--- config.mk ---
export PLATFORM = sky130hd
export DESIGN_NAME = div_wb_arb_flat
export DESIGN_NICKNAME = d
export VERILOG_FILES = /design/src/rtl/div_wb_arb_if.sv /design/src/rtl/div_wb_arb.sv /design/src/flat_wrapper.sv
export SDC_FILE = /design/constraint.sdc
export NUM_CORES = 1
export LEC_CHECK = 0
export BUFFER_PORTS_ARGS = -buffer_cell sky130_fd_sc_hd__buf_2
export CORE_MARGIN = 8
export CORE_UTILIZATION = 55
export CTS_BUF_LIST = sky130_fd_sc_hd__clkbuf_4 sky130_fd_sc_hd__clkbuf_8
export DETAILED_ROUTE_END_ITERATION = 7
export GPL_TIMING_DRIVEN = 0
export PLACE_DENSITY = 0.82
export SLEW_MARGIN = 20
export SYNTH_ARGS = -nofsm -noshare
export SYNTH_HDL_FRONTEND = slang
export SYNTH_SLANG_ARGS = --single-unit
--- constraint.sdc ---
create_clock -name clk -period 20.7 [get_ports clk]
set_input_delay 1.035 -clock clk [delete_from_list [all_inputs] [get_ports clk]]
set_output_delay 1.035 -clock clk [all_outputs]
set_load 0.02 [all_outputs]
--- src/rtl/div_wb_arb_if.sv ---
// Divider-result / pipeline-writeback / register-file write bus for div_wb_arb.
// The arbiter is the slave. The EXU side and the register file together act as the master.
interface div_wb_arb_if #(
  parameter int XLEN = 32
) ();
  // divider result pulse
  logic            div_out_valid;
  logic [31:0]     div_out;
  logic [4:0]      div_out_addr;
  logic [XLEN-1:0] div_instr_tag;
  logic [31:0]     div_instr;
  // main pipeline writeback request
  logic            pipe_wb_valid;
  logic [4:0]      pipe_wb_addr;
  logic [31:0]     pipe_wb_data;
  logic [XLEN-1:0] pipe_instr_tag;
  logic [31:0]     pipe_instr;
  // register-file write port
  logic            rf_wen;
  logic [4:0]      rf_waddr;
  logic [31:0]     rf_wdata;
  logic [XLEN-1:0] wb_instr_tag;
  logic [31:0]     wb_instr;
  logic            wb_is_div;

  modport slave (
    input  div_out_valid, div_out, div_out_addr, div_instr_tag, div_instr,
    input  pipe_wb_valid, pipe_wb_addr, pipe_wb_data, pipe_instr_tag, pipe_instr,
    output rf_wen, rf_waddr, rf_wdata, wb_instr_tag, wb_instr, wb_is_div
  );

  modport master (
    output div_out_valid, div_out, div_out_addr, div_instr_tag, div_instr,
    output pipe_wb_valid, pipe_wb_addr, pipe_wb_data, pipe_instr_tag, pipe_instr,
    input  rf_wen, rf_waddr, rf_wdata, wb_instr_tag, wb_instr, wb_is_div
  );
endinterface

--- src/rtl/div_wb_arb.sv ---
// Divide result writeback arbiter.
// Buffers divider results and shares the single RF write port with the main pipeline.
// It also tracks the in-flight divide destination for decode hazard stalls.

// One hazard comparator per decode source. It matches against the pending divide,
// the buffered results and the divide result currently in the write stage.
module div_wb_hz_lane #(
  parameter int DEPTH = 2
) (
  input  logic                  [4:0] src,
  input  logic                        pend_v,
  input  logic                  [4:0] pend_rd,
  input  logic [DEPTH-1:0]            ent_v,
  input  logic [DEPTH-1:0]      [4:0] ent_addr,
  input  logic                        wb_v,
  input  logic                  [4:0] wb_addr,
  output logic                        hit
);
  // x0 never creates a hazard
  always_comb begin
    hit = 1'b0;
    if (src != 5'd0) begin
      if (pend_v && pend_rd == src) hit = 1'b1;
      if (wb_v && wb_addr == src)   hit = 1'b1;
      for (int i = 0; i < DEPTH; i++)
        if (ent_v[i] && ent_addr[i] == src) hit = 1'b1;
    end
  end
endmodule

module div_wb_arb #(
  parameter int XLEN       = 32,
  parameter int DEPTH      = 2,
  parameter int STARVE_LIM = 8
) (
  input  logic                clk,
  input  logic                rst_n,
  input  logic                div_issue,
  input  logic [4:0]          div_issue_rd,
  input  logic                flush_lower,
  div_wb_arb_if.slave         bus,
  input  logic [4:0]          idu_rs1_addr,
  input  logic [4:0]          idu_rs2_addr,
  input  logic [4:0]          idu_rd_addr,
  output logic                hazard_stall,
  output logic                div_issue_block,
  output logic                pipe_hold
);
  localparam int AW = $clog2(DEPTH);
  localparam int CW = $clog2(STARVE_LIM) + 1;
  localparam int NSRC = 3;

  typedef struct packed {
    logic [4:0]      addr;
    logic [31:0]     data;
    logic [XLEN-1:0] tag;
    logic [31:0]     instr;
  } ent_t;

  typedef enum logic [1:0] {SEL_IDLE, SEL_PIPE, SEL_BUF, SEL_BYP} sel_e;

  // scoreboard
  logic       pend_v;
  logic [4:0] pend_rd;

  // result buffer; the extra pointer bit tells full from empty
  ent_t             buf_q [DEPTH];
  logic [DEPTH-1:0] ent_v;
  logic [AW:0]      wr_ptr, rd_ptr, occ;
  logic             empty, full;

  // arbitration
  sel_e  sel;
  logic  pipe_own, div_ok, push, pop;
  ent_t  div_ent, head, wsrc;

  // registered write stage
  logic            wen_q, isdiv_q;
  logic [4:0]      waddr_q;
  logic [31:0]     wdata_q, instr_q;
  logic [XLEN-1:0] tag_q;

  logic [CW-1:0]   starve_cnt;

  assign occ   = wr_ptr - rd_ptr;
  assign empty = (wr_ptr == rd_ptr);
  assign full  = (wr_ptr[AW] != rd_ptr[AW]) && (wr_ptr[AW-1:0] == rd_ptr[AW-1:0]);

  assign pipe_own = bus.pipe_wb_valid && (bus.pipe_wb_addr != 5'd0);
  assign div_ok   = bus.div_out_valid && (bus.div_out_addr != 5'd0);
  assign div_ent  = '{addr: bus.div_out_addr, data: bus.div_out,
                      tag: bus.div_instr_tag, instr: bus.div_instr};
  assign head     = buf_q[rd_ptr[AW-1:0]];

  // source priority: pipeline, then buffer head, then direct bypass of a fresh result
  always_comb begin
    sel = SEL_IDLE;
    if (pipe_own)    sel = SEL_PIPE;
    else if (!empty) sel = SEL_BUF;
    else if (div_ok) sel = SEL_BYP;
  end

  assign pop  = (sel == SEL_BUF);
  assign push = div_ok && (sel != SEL_BYP);

  // mux the selected source into the write stage
  always_comb begin
    wsrc = '{addr: bus.pipe_wb_addr, data: bus.pipe_wb_data,
             tag: bus.pipe_instr_tag, instr: bus.pipe_instr};
    case (sel)
      SEL_BUF: wsrc = head;
      SEL_BYP: wsrc = div_ent;
      default: ;
    endcase
  end

  // scoreboard: flush beats issue, and issue beats the result clearing it
  always_ff @(posedge clk or negedge rst_n) begin
    if (!rst_n) begin
      pend_v  <= 1'b0;
      pend_rd <= 5'd0;
    end else if (flush_lower) begin
      pend_v  <= 1'b0;
    end else if (div_issue) begin
      pend_v  <= 1'b1;
      pend_rd <= div_issue_rd;
    end else if (bus.div_out_valid) begin
      pend_v  <= 1'b0;
    end
  end

  // buffer pointers and per-entry valid bits (flush leaves committed entries alone)
  always_ff @(posedge clk or negedge rst_n) begin
    if (!rst_n) begin
      wr_ptr <= '0;
      rd_ptr <= '0;
      ent_v  <= '0;
    end else begin
      if (pop) begin
        rd_ptr                 <= rd_ptr + 1'b1;
        ent_v[rd_ptr[AW-1:0]]  <= 1'b0;
      end
      if (push) begin
        wr_ptr                 <= wr_ptr + 1'b1;
        ent_v[wr_ptr[AW-1:0]]  <= 1'b1;
      end
    end
  end

  // buffer payload needs no reset; ent_v qualifies it
  always_ff @(posedge clk) begin
    if (push) buf_q[wr_ptr[AW-1:0]] <= div_ent;
  end

  // write stage: enable and source flag reset, data fields hold when idle
  always_ff @(posedge clk or negedge rst_n) begin
    if (!rst_n) begin
      wen_q   <= 1'b0;
      isdiv_q <= 1'b0;
      waddr_q <= 5'd0;
      wdata_q <= 32'd0;
      tag_q   <= '0;
      instr_q <= 32'd0;
    end else begin
      wen_q   <= (sel != SEL_IDLE);
      isdiv_q <= (sel == SEL_BUF) || (sel == SEL_BYP);
      if (sel != SEL_IDLE) begin
        waddr_q <= wsrc.addr;
        wdata_q <= wsrc.data;
        tag_q   <= wsrc.tag;
        instr_q <= wsrc.instr;
      end
    end
  end

  assign bus.rf_wen       = wen_q;
  assign bus.rf_waddr     = waddr_q;
  assign bus.rf_wdata     = wdata_q;
  assign bus.wb_instr_tag = tag_q;
  assign bus.wb_instr     = instr_q;
  assign bus.wb_is_div    = isdiv_q;

  // starvation counter: counts cycles a non-empty buffer is passed over, saturating
  always_ff @(posedge clk or negedge rst_n) begin
    if (!rst_n)                starve_cnt <= '0;
    else if (empty || pop)     starve_cnt <= '0;
    else if (starve_cnt != '1) starve_cnt <= starve_cnt + 1'b1;
  end

  assign pipe_hold = (starve_cnt >= CW'(STARVE_LIM - 1));

  // a pending divide owns a slot it will land in, so count it as occupied
  logic [AW+1:0] occ_pend;
  assign occ_pend        = {1'b0, occ} + {{(AW+1){1'b0}}, pend_v};
  assign div_issue_block = (occ_pend >= (AW+2)'(DEPTH));

  // hazard lanes, one per decode source
  logic [DEPTH-1:0][4:0] ent_addr;
  logic [NSRC-1:0][4:0]  idu_src;
  logic [NSRC-1:0]       lane_hit;

  // flatten buffer addresses for the comparators
  always_comb begin
    ent_addr = '0;
    for (int i = 0; i < DEPTH; i++) ent_addr[i] = buf_q[i].addr;
  end

  assign idu_src = {idu_rd_addr, idu_rs2_addr, idu_rs1_addr};

  for (genvar g = 0; g < NSRC; g++) begin : g_hz
    div_wb_hz_lane #(.DEPTH(DEPTH)) u_lane (
      .src      (idu_src[g]),
      .pend_v   (pend_v),
      .pend_rd  (pend_rd),
      .ent_v    (ent_v),
      .ent_addr (ent_addr),
      .wb_v     (isdiv_q),
      .wb_addr  (waddr_q),
      .hit      (lane_hit[g])
    );
  end

  assign hazard_stall = |lane_hit;
endmodule

--- src/flat_wrapper.sv ---
// flat-port wrapper written by rule: the top's interface ports become plain ports
module div_wb_arb_flat 
#(
  parameter int XLEN       = 32,
  parameter int DEPTH      = 2,
  parameter int STARVE_LIM = 8
)
  (clk, rst_n, div_issue, div_issue_rd, flush_lower, idu_rs1_addr, idu_rs2_addr, idu_rd_addr, hazard_stall, div_issue_block, pipe_hold, bus_div_out_valid, bus_div_out, bus_div_out_addr, bus_div_instr_tag, bus_div_instr, bus_pipe_wb_valid, bus_pipe_wb_addr, bus_pipe_wb_data, bus_pipe_instr_tag, bus_pipe_instr, bus_rf_wen, bus_rf_waddr, bus_rf_wdata, bus_wb_instr_tag, bus_wb_instr, bus_wb_is_div);
  div_wb_arb_if #(.XLEN(XLEN)) bus_i ();
  input  logic clk;
  input  logic rst_n;
  input  logic div_issue;
  input  logic [4:0] div_issue_rd;
  input  logic flush_lower;
  input  logic [4:0] idu_rs1_addr;
  input  logic [4:0] idu_rs2_addr;
  input  logic [4:0] idu_rd_addr;
  output logic hazard_stall;
  output logic div_issue_block;
  output logic pipe_hold;
  input wire logic [$bits(bus_i.div_out_valid)-1:0] bus_div_out_valid;
  input wire logic [$bits(bus_i.div_out)-1:0] bus_div_out;
  input wire logic [$bits(bus_i.div_out_addr)-1:0] bus_div_out_addr;
  input wire logic [$bits(bus_i.div_instr_tag)-1:0] bus_div_instr_tag;
  input wire logic [$bits(bus_i.div_instr)-1:0] bus_div_instr;
  input wire logic [$bits(bus_i.pipe_wb_valid)-1:0] bus_pipe_wb_valid;
  input wire logic [$bits(bus_i.pipe_wb_addr)-1:0] bus_pipe_wb_addr;
  input wire logic [$bits(bus_i.pipe_wb_data)-1:0] bus_pipe_wb_data;
  input wire logic [$bits(bus_i.pipe_instr_tag)-1:0] bus_pipe_instr_tag;
  input wire logic [$bits(bus_i.pipe_instr)-1:0] bus_pipe_instr;
  output wire logic [$bits(bus_i.rf_wen)-1:0] bus_rf_wen;
  output wire logic [$bits(bus_i.rf_waddr)-1:0] bus_rf_waddr;
  output wire logic [$bits(bus_i.rf_wdata)-1:0] bus_rf_wdata;
  output wire logic [$bits(bus_i.wb_instr_tag)-1:0] bus_wb_instr_tag;
  output wire logic [$bits(bus_i.wb_instr)-1:0] bus_wb_instr;
  output wire logic [$bits(bus_i.wb_is_div)-1:0] bus_wb_is_div;
  assign bus_i.div_out_valid = bus_div_out_valid;
  assign bus_i.div_out = bus_div_out;
  assign bus_i.div_out_addr = bus_div_out_addr;
  assign bus_i.div_instr_tag = bus_div_instr_tag;
  assign bus_i.div_instr = bus_div_instr;
  assign bus_i.pipe_wb_valid = bus_pipe_wb_valid;
  assign bus_i.pipe_wb_addr = bus_pipe_wb_addr;
  assign bus_i.pipe_wb_data = bus_pipe_wb_data;
  assign bus_i.pipe_instr_tag = bus_pipe_instr_tag;
  assign bus_i.pipe_instr = bus_pipe_instr;
  assign bus_rf_wen = bus_i.rf_wen;
  assign bus_rf_waddr = bus_i.rf_waddr;
  assign bus_rf_wdata = bus_i.rf_wdata;
  assign bus_wb_instr_tag = bus_i.wb_instr_tag;
  assign bus_wb_instr = bus_i.wb_instr;
  assign bus_wb_is_div = bus_i.wb_is_div;
  div_wb_arb #(.XLEN(XLEN), .DEPTH(DEPTH), .STARVE_LIM(STARVE_LIM)) u_core (.clk(clk), .rst_n(rst_n), .div_issue(div_issue), .div_issue_rd(div_issue_rd), .flush_lower(flush_lower), .bus(bus_i), .idu_rs1_addr(idu_rs1_addr), .idu_rs2_addr(idu_rs2_addr), .idu_rd_addr(idu_rd_addr), .hazard_stall(hazard_stall), .div_issue_block(div_issue_block), .pipe_hold(pipe_hold));
endmodule
==> summary by stage <==
Clock tree
The post-cts sizing count is 0. The TritonCTS clock tree is built. Post-CTS timing repair inserted 0 buffers for setup. The longest clock path from root to sink contains 3 buffers. The master cell of the clock root buffer is sky130_fd_sc_hd__clkbuf_8. The post-cts hold buffer count is 0. In this run, CTS created clock tree buffers numbering 51. CTS built an H-tree with a depth of 2. The clock input transition at the sequential cells of the worst setup and hold paths is 0.06 ns. The clock network latency to the later pin of the worst-skew pair is 0.58 ns.

Clock tree synthesis found a total of 321 sinks.

Die
The I/O pin count is 334. The die area is 30900 sq um. The die width is 176 microns. For this configuration, the core starts out at a cell density of 0.559.

The die span in y is 176 microns. After floorplanning, the core was sized to cover 25100 sq um. The number of rows in the core area is 58.

Final layout
The design area is 17300 sq um. The fraction of layout instances using a drive strength above 1 is 0.291. The net count of the finished layout is 1792. Counting the fill cells in the layout gives 1865. For this run, the share of the core covered by cells in the final layout is 0.691. Compared with the post-synthesis result, the final layout area differs by 23.7%.

Setup path
On the worst path, the slowest cell contributes a delay of 0.62 ns. By startpoint and endpoint, the worst setup path is classified as reg2reg. The type of destination of the critical path is a flip-flop. The worst-path cell with the longest stage delay is sky130_fd_sc_hd__nor3_2. The largest driver fanout on the critical path is 10. STA classifies the critical path startpoint as a flip-flop.

The worst path required time is 20.99 ns. The signal on the critical path passes through inv_1 > ha_1 > nand2_1 > nor2_8 > buf_2 > nor3_2 > buf_4 > buf_4 > buf_4 > buf_6 > buf_4. The category of cells accounting for the largest share of critical-path delay is buffers and inverters. The data arrival at the endpoint of the critical path is 3.85 ns. The critical path contains buffers and inverters numbering 7 combined. In this design, the critical path's most frequently occurring cell is sky130_fd_sc_hd__buf_4.

Routing
After detailed routing, the number of vias per cell comes to 5.86. The DRC violation count after routing is 0. The total detailed-routing wirelength is 42300 microns.

The count of nets left with antenna violations once routing finished came out at 0. The pre-antenna-repair detailed-routing pass consisted of 6 iterations. The routed layout has 11400 vias. The number of violations reported at the end of detailed-routing iteration 0 is 1024.

In the final routed layout, each cell accounts on average for 21.8 microns.

Power and ir drop
For this design the static power due to leakage is 7.10 nW. The total power density per cell area is 153 nW/um^2. IR analysis of the VDD net gives a maximum drop of 0.0920 mV. The power after layout is 2.65 mW.

Synth
The cell area after synthesis is 14000 sq um. Synthesis produced a netlist with a net count of 1396. Of the synthesized area, sequential elements account for 0.645. In this run, synthesis produced a sequential element count of 321.

The Yosys warning count is 0. Yosys mapped a number of flops with a built-in enable equal to 202. The fraction of post-synthesis cell area in the top cell type by area is 0.433.

Yosys instantiated no cell more often than sky130_fd_sc_hd__edfxtp_1. The count of distinct cell types in the synthesized netlist is 39. After synthesis, the most frequently instantiated cells are sky130_fd_sc_hd__edfxtp_1, sky130_fd_sc_hd__a21oi_1, sky130_fd_sc_hd__nor2_1, sky130_fd_sc_hd__dfrtp_1, sky130_fd_sc_hd__nor3_1.

The biggest area contributor in the post-synthesis netlist is sky130_fd_sc_hd__edfxtp_1. The most common flop cell mapped by yosys is sky130_fd_sc_hd__edfxtp_1. The number of standard cells after synthesis is 1166. Yosys attributes the largest share of cell area to sky130_fd_sc_hd__edfxtp_1, sky130_fd_sc_hd__dfrtp_1, sky130_fd_sc_hd__mux2i_1, sky130_fd_sc_hd__a21oi_1, sky130_fd_sc_hd__nor2_1. The post-synthesis average cell area is 12.0 sq um. The post-synthesis async set-or-reset flop share is 0.371.

Timing
The final clock skew is 0.0430 ns. Setup violations remaining at the end of the flow were counted as 0. The fraction of the cycle the final worst path needs is 0.172.

The worst hold margin is 0.358 ns. After routing, the total negative slack on setup checks comes to 0 ns. The max-slew violation count was 0. The worst-case headroom to the max-slew limit is 0.449. The final period demand of the worst path is 3.57 ns. Setup repair after global routing left no endpoint under its margin. The count of final hold-check violations came to 0. Derived from the worst setup path, the maximum achievable clock frequency is 280 MHz. For the pin with the worst max-slew slack, the measured transition is 0.827 ns.

Global route
The largest net degree at the start of global routing is 75. The first-pass GRT wire length is 64400 microns. The global route total overflow is 0. The number of global-route vias before repair came to 11900. Across every metal layer, demand over resource in global routing totals 0.265.

The initial antenna violation count is 11.

Flow run
Across the run, the number of max-cap violations was 0.

Status
The run finished with clean final reports.

Min path
The min-delay analysis places its worst path in the category in2async.

Placed design
The detailed placement HPWL is 30600 microns. During placement, the flow inserted port buffers numbering 318. The placed instance area is 16300 sq um.

The congestion estimate from routability-driven global placement came to 0.897.
[metal layers]
| metal | up-vias | GRT usage | routed length (microns) |
|---|---|---|---|
| met5 | - | 0 | 34 |
| met4 | 6 | 0.114 | 1660 |
| met3 | 128 | 0.0698 | 3910 |
| met2 | 638 | 0.438 | 20400 |
| met1 | 5516 | 0.323 | 16400 |
| li1 | 5090 | - | - |
[cells in the final DEF (no fill, tap or decap), types with 4 or more instances in the layout]
cell                       netlist  layout
sky130_fd_sc_hd__o22ai_1        44      44
sky130_fd_sc_hd__clkinv_1        0       8
sky130_fd_sc_hd__nor2_1        146     146
sky130_fd_sc_hd__nor4_1          9       9
sky130_fd_sc_hd__nand3_1        15      15
sky130_fd_sc_hd__clkinv_2        0       4
sky130_fd_sc_hd__buf_6          13      18
sky130_fd_sc_hd__a21oi_1       160     160
sky130_fd_sc_hd__nand2_1         5       5
sky130_fd_sc_hd__mux2_2          5       5
sky130_fd_sc_hd__nand4_1         5       5
sky130_fd_sc_hd__xor2_1         38      38
sky130_fd_sc_hd__inv_1           5       5
sky130_fd_sc_hd__o21ai_0        61      61
sky130_fd_sc_hd__mux2i_1       100     100
sky130_fd_sc_hd__diode_2         0       9
sky130_fd_sc_hd__buf_4           4      23
sky130_fd_sc_hd__o31ai_1         4       4
sky130_fd_sc_hd__or4_1           5       5
sky130_fd_sc_hd__dfrtp_1       119     119
sky130_fd_sc_hd__clkbuf_4        0      21
sky130_fd_sc_hd__clkbuf_1       56      56
sky130_fd_sc_hd__xnor2_1        27      27
sky130_fd_sc_hd__nor3_1        104     102
sky130_fd_sc_hd__clkbuf_8        0      60
sky130_fd_sc_hd__edfxtp_1      202     202
sky130_fd_sc_hd__buf_1          10      10
sky130_fd_sc_hd__buf_2          11     328
[per-stage QoR]
step | cells | setup WS, ns
6_report | 1942 | 17.13
4_1_cts | 1933 | 17.11
3_5_place_dp | 1839 | 16.68
3_3_place_gp | 1814 | 7.03
5_1_grt | 1940 | 16.92
2_1_floorplan | 1166 | 11.44
[power breakdown]
group,internal [mW],switching [mW]
sequential,0.911,0.113
combinational,0.376,0.699
clock,0.301,0.247
[sequential cells by signal, summed over array words and instances, names as in the netlist, 2 cells and up]
name                     flops
u_core.buf_q               202
u_core.bus.rf_wdata         32
u_core.bus.wb_instr         32
u_core.bus.wb_instr_tag     32
u_core.bus.rf_waddr          5
u_core.pend_rd               5
u_core.starve_cnt            4
u_core.ent_v                 2
u_core.rd_ptr                2
u_core.wr_ptr                2
[area by class of cell]
| cell class | instances | area, sq um | area share |
|---|---|---|---|
| inverters | 5 | 18.8 | 0.00108 |
| well taps | 330 | 413 | 0.0238 |
| repair buffers | 343 | 1830 | 0.105 |
| plain buffers | 94 | 479 | 0.0276 |
| diodes | 9 | 22.5 | 0.00130 |
| flip-flops and latches | 321 | 9040 | 0.522 |
| clock buffers | 81 | 983 | 0.0567 |
| multi-input cells | 746 | 4490 | 0.259 |
| clock inverters | 13 | 61.3 | 0.00354 |
[path summary, 6_finish.rpt]
path	endpoint	slack (ns)	start	cells after the start
worst min register to register	u_core.wr_ptr[1]	0.49	u_core.wr_ptr[1]	1
worst max register to register	u_core.buf_q[1][8]	17.13	u_core.wr_ptr[0]	11
worst min-delay path	u_core.bus.wb_instr[11]	0.36	rst_n	1
worst max-delay path	u_core.buf_q[1][8]	17.13	u_core.wr_ptr[0]	11
max in group asynchronous	u_core.bus.wb_instr_tag[10]	19.57	rst_n	2
min in group clk	u_core.wr_ptr[1]	0.49	u_core.wr_ptr[1]	1
[logic make-up (layout without fill, tap and decap cells)]
logic type               Yosys count  count (layout)  share of synthesized area
flip-flops                       321             321                      0.645
buffers and inverters             99             536                     0.0355
multiplexers                     105             105                     0.0754
AO/OA/AOI/OAI                    279             279                      0.106
XOR/XNOR                          65              65                     0.0406
other                              0               9                          0
AND/OR/NAND/NOR                  295             295                     0.0955
adder cells (fa/ha/maj)            2               2                    0.00178
Power figures use the tool's default switching activity.
